## config.mk

```make
export PLATFORM = sky130hd
export DESIGN_NAME = beat_timing_gen
export DESIGN_NICKNAME = d
export VERILOG_FILES = /design/src/rtl/beat_timing_gen.sv
export SDC_FILE = /design/constraint.sdc
export NUM_CORES = 1
export LEC_CHECK = 0
export ABC_AREA = 0
export BUFFER_PORTS_ARGS = -buffer_cell sky130_fd_sc_hd__buf_2
export CAP_MARGIN = 20
export CORE_AREA = 4 4 41 43
export CTS_CLUSTER_DIAMETER = 80
export CTS_CLUSTER_SIZE = 30
export DETAILED_ROUTE_END_ITERATION = 10
export DIE_AREA = 0 0 45 47
export SYNTH_ARGS = -nofsm -noshare
export SYNTH_HDL_FRONTEND = slang
export SYNTH_SLANG_ARGS = --single-unit
```

## constraint.sdc

```tcl
create_clock -name clk -period 1.4 [get_ports clk]
set_input_delay 0.14 -clock clk [delete_from_list [all_inputs] [get_ports clk]]
set_output_delay 0.14 -clock clk [all_outputs]
set_load 0.03 [all_outputs]
```

## src/rtl/beat_timing_gen.sv

```systemverilog
// Beat/phase timing generator feeding the hardwired controller.
// Produces t1..t4 phase strobes and w1..w3 beat levels, with short/long/stop/step beat control.
module beat_timing_gen #(
  parameter int unsigned CLK_DIV = 1,
  parameter int unsigned STEP_EN = 0
) (
  input  logic clk,
  input  logic clr,
  input  logic start,
  input  logic step,
  input  logic short,
  input  logic long,
  input  logic stop,
  output logic t1,
  output logic t2,
  output logic t3,
  output logic t4,
  output logic w1,
  output logic w2,
  output logic w3,
  output logic running
);

  localparam int unsigned DW = (CLK_DIV > 1) ? $clog2(CLK_DIV) : 1;
  localparam logic [DW-1:0] DIV_LAST = DW'(CLK_DIV - 1);

  localparam logic [0:0] S_IDLE = 1'b0;
  localparam logic [0:0] S_RUN  = 1'b1;

  localparam logic [1:0] B_W1 = 2'd0;
  localparam logic [1:0] B_W2 = 2'd1;
  localparam logic [1:0] B_W3 = 2'd2;

  logic [0:0]    r_state, w_state_n;
  logic [1:0]    r_phase, w_phase_n;
  logic [DW-1:0] r_div,   w_div_n;
  logic [1:0]    r_beat,  w_beat_n;
  logic          r_start_d;

  logic       w_start_edge;
  logic       w_beat_end;
  logic       w_halt;
  logic [1:0] w_beat_sel;

  assign w_start_edge = start & ~r_start_d;
  assign w_beat_end   = (r_state == S_RUN) && (r_phase == 2'd3) && (r_div == DIV_LAST);
  assign w_halt       = stop | ((STEP_EN != 0) & step);

  // Beat sequencing: short wins in w1, long only matters in w2, w3 always returns to w1.
  always_comb begin
    w_beat_sel = B_W1;
    case (r_beat)
      B_W1:    w_beat_sel = short ? B_W1 : B_W2;
      B_W2:    w_beat_sel = long  ? B_W3 : B_W1;
      default: w_beat_sel = B_W1;
    endcase
  end

  always_comb begin
    w_state_n = r_state;
    w_phase_n = r_phase;
    w_div_n   = r_div;
    w_beat_n  = r_beat;
    if (r_state == S_IDLE) begin
      if (w_start_edge) begin
        w_state_n = S_RUN;
        w_phase_n = 2'd0;
        w_div_n   = '0;
      end
    end else if (r_div == DIV_LAST) begin
      w_div_n   = '0;
      w_phase_n = r_phase + 2'd1;
      if (w_beat_end) begin
        w_beat_n = w_beat_sel;
        if (w_halt) w_state_n = S_IDLE;
      end
    end else begin
      w_div_n = r_div + DW'(1);
    end
  end

  // Outputs are decoded from next state so they line up with the state registers.
  always_ff @(posedge clk) begin
    if (clr) begin
      r_state   <= S_IDLE;
      r_phase   <= 2'd0;
      r_div     <= '0;
      r_beat    <= B_W1;
      r_start_d <= start;
      t1        <= 1'b0;
      t2        <= 1'b0;
      t3        <= 1'b0;
      t4        <= 1'b0;
      w1        <= 1'b0;
      w2        <= 1'b0;
      w3        <= 1'b0;
      running   <= 1'b0;
    end else begin
      r_state   <= w_state_n;
      r_phase   <= w_phase_n;
      r_div     <= w_div_n;
      r_beat    <= w_beat_n;
      r_start_d <= start;
      t1        <= (w_state_n == S_RUN) && (w_phase_n == 2'd0);
      t2        <= (w_state_n == S_RUN) && (w_phase_n == 2'd1);
      t3        <= (w_state_n == S_RUN) && (w_phase_n == 2'd2);
      t4        <= (w_state_n == S_RUN) && (w_phase_n == 2'd3);
      w1        <= (w_state_n == S_RUN) && (w_beat_n == B_W1);
      w2        <= (w_state_n == S_RUN) && (w_beat_n == B_W2);
      w3        <= (w_state_n == S_RUN) && (w_beat_n == B_W3);
      running   <= (w_state_n == S_RUN);
    end
  end

endmodule

```

==> results.txt <==
----------------------------------------------------
[Synth]
  Post-Syn Area per Cell ... 10.09 um2
  Synthesized net count ... 57
  Yosys reg bits ... 13
  Fraction of the yosys area taken by sequential cells ... 52.66%
  Synthesized instance count ... 49
  Number of warning messages in the yosys log ... 0
  Count of distinct cell types in the synthesized netlist ... 23
  Netlist area before placement ... 494.2 um2

[Worst setup path]
  Critical setup path kind ... register to register
  CP required ... 1.60 ns
  Bufs and invs on worst path ... 1
  Cell family with most CP delay ... flip-flops
  Crit path max-delay cell type ... dfxtp_1
  Launching element type of the critical path ... register
  Max FO, Critical Path ... 5
  Critical Path, Cell by Cell ... buf_4 > and2b_1 > a21oi_2 > nor3b_2
  Max incr delay on CP ... 0.45 ns
  Arrival time worst endpoint ... 1.49 ns
  Sort of element at the end of the critical path ... register

[Timing]
  RSZ-0062 raised after global routing ... no
  Ratio of final minimum period to clock period ... 92.33%
  Max Slew Vio Count ... 0
  Measured slew at the worst slew-check pin ... 0.2401 ns
  Maximum operating frequency ... 773.6 MHz
  Number of setup violations in the final report ... 0
  Worst max-slew margin expressed relative to the limit ... 83.94%
  Setup slack of the critical path after layout ... 0.1074 ns
  Total Negative Setup Slacks ... 0 ns
  Setup clock skew after layout ... 0.003923 ns
  Tmin final ... 1.293 ns
  Final Hold Viols ... 0

[Placed design]
  Placed wire-length estimate after detailed placement ... 641.4 um
  Worst slack after detailed placement ... 0.1225 ns
  Gp weighted congestion ... 0.6400
  IO Port Bufs ... 13
  Post-detailed-placement cell area ... 608.1 um2

[Finish]
  Most frequent cells in the layout ... buf_2 (13), dfxtp_1 (12)
  Final net count ... 80
  Filler cells ... 133
  Fin area ... 654.4 um2
  Share of final-layout standard cells stronger than drive strength 1 ... 39.44%
  Leading cell type in the layout, fill and taps excluded ... buf_2
  Post-Route Utilization ... 50.29%
  Area added between synthesis and finish ... 32.41%
  Antenna cells ... 0

[Drt]
  Wire length after detailed routing ... 894 um
  Total via count after detailed routing ... 394
  Average routed wire per standard cell ... 10.40 um
  Routed length on met1 ... 461 um
  Via-to-Cell Ratio ... 4.581
  Highest metal layer with signal wires ... met4
  Detailed-routed wire length on met2 ... 366 um
  Detailed Route Iter0 Violations ... 6
  DRC ... 0
  Detailed Routing Iterations Pass 1 ... 2
  Met3 routed WL ... 55 um
  ANT nets after route ... 0

[Floorplanning]
  Count of standard-cell rows ... 13
  Starting Density ... 37.98%
  Top-Level Pins ... 15
  Chip height ... 47 um
  Area of the core ... 0.001301 mm2
  Die ar. ... 0.002115 mm2
  Die span in x ... 45 um

[Global routing]
  Wire length of the first global-routing pass ... 1635 um
  Overall fraction of global-route tracks in use ... 11.23%
  Number of global-route vias before repair ... 379
  Largest net degree at the start of global routing ... 9
  Leftover overflow at the end of global routing ... 0
  Initial antenna violation count ... 0

[Power and ir drop]
  Switching power of the nets ... 176.5 uW
  Sequential fraction of design power ... 55.3%
  Fraction of power consumed by combinational cells ... 13.0%
  Worst vdd ir ... 465.7 uV
  Internal power ... 533.9 uW
  Static leakage ... 0.3051 nW
  Share of total power in the clock network ... 31.7%
  Tot Pwr ... 710.4 uW
  Switching portion of total power ... 24.85%
  PwrDens ... 1086 mW/mm2

[Hold path]
  Hold/Removal Path Class ... input pin to register

[Clock network]
  Clk sinks ... 13
  Number of buffers inserted during clock tree synthesis ... 3
  Post-CTS repair timing setup buffer count ... 0
  Reg clk slew, reported paths ... 0.08 ns
  Root buf cell ... clkbuf_4
  TritonCTS clock tree ... done
  Latest clock arrival within the worst-skew pair ... 0.27 ns
  Buffer levels on the longest clock path ... 2
  H-tree levels ... 1

[Run]
  Number of max-cap violations ... 0

[Outcome]
  Outcome ... finished, final reports clean

----------------------------------------------------
path summary, 6_finish.rpt:
path | startpoint | to | slack [ns] | depth (start not counted)
worst min-delay path | clr | r_beat[1] | 0.12 | 2
worst max-delay path | r_state | t3 | 0.11 | 4
worst min register to register | r_beat[0] | r_beat[0] | 0.54 | 2
worst max register to register | r_state | t3 | 0.11 | 4
stage by stage:
| step | cells | hold slack [ns] |
|---|---|---|
| floorplan | 49 | 0.1677 |
| global placement | 81 | 0.2663 |
| detailed placement | 81 | 0.2682 |
| CTS | 86 | 0.1045 |
| global route | 86 | 0.1160 |
| finish | 86 | 0.1218 |
synth_stat cells:
| library cell | instances | area share, % |
|---|---|---|
| a21oi_1 | 4 | 4.1 |
| a21oi_2 | 1 | 1.8 |
| a22oi_1 | 1 | 1.5 |
| a31oi_2 | 1 | 2.5 |
| and2b_1 | 1 | 1.5 |
| and3b_1 | 1 | 1.8 |
| dfxtp_1 | 13 | 53 |
| ha_1 | 1 | 2.5 |
| inv_1 | 2 | 1.5 |
| mux2i_1 | 1 | 2.0 |
| nand2_1 | 4 | 3.0 |
| nand2_2 | 1 | 1.3 |
| nand2b_1 | 1 | 1.3 |
| nand3b_1 | 1 | 1.5 |
| nor2_1 | 4 | 3.0 |
| nor2b_1 | 3 | 3.8 |
| nor3_1 | 2 | 2.0 |
| nor3b_2 | 2 | 5.1 |
| nor4b_1 | 1 | 1.8 |
| o21ai_0 | 1 | 1.0 |
| o21bai_1 | 1 | 1.5 |
| or3_1 | 1 | 1.3 |
| or4_1 | 1 | 1.5 |
power groups by stage:
stage	Sequential, mW	Combinational [mW]	Clock [mW]
detailed placement	0.400	0.0895	0
global route	0.394	0.101	0.256
finish	0.393	0.0926	0.225
global placement	0.399	0.0887	0
floorplan	0.419	0.0319	0
CTS	0.391	0.0921	0.231
final cells by class:
type	count	area, um2	area share [%]
sequential	13	261.5	39.96
multi-input combinational	34	235.2	35.95
timing repair buffer	18	105.1	16.06
clock buffer	4	26.28	4.015
tap	15	18.77	2.868
inverter	2	7.507	1.147
cell families after synthesis:
| group | after synthesis | share of synthesized area, % |
|---|---|---|
| flip-flops | 13 | 52.66 |
| adder cells (fa/ha/maj) | 1 | 2.531 |
| multiplexers | 1 | 2.025 |
| buffers and inverters | 2 | 1.520 |
| AND/OR/NAND/NOR | 23 | 28.86 |
| AO/OA/AOI/OAI | 9 | 12.41 |
sequential cells by signal, indices dropped and copies added (netlist names):
signal     flops
r_beat         2
r_phase        2
r_start_d      1
r_state        1
t1             1
t2             1
t3             1
t4             1
w1             1
w2             1
w3             1
what timing repair did:
action                                  4_1_cts  5_1_grt
endpoints found under the setup margin        0        4
hold endpoints to repair                      1        0
hold buffers                                  1        0
gates resized for setup                       0        3
metal layers:
layer / up-vias / track usage, %
li1: 215 / -
met1: 168 / 14.65
met2: 9 / 14.12
met3: 2 / 4.981
met4: 0 / 8.772
met5: - / 0
Power figures use the tool's default switching activity.
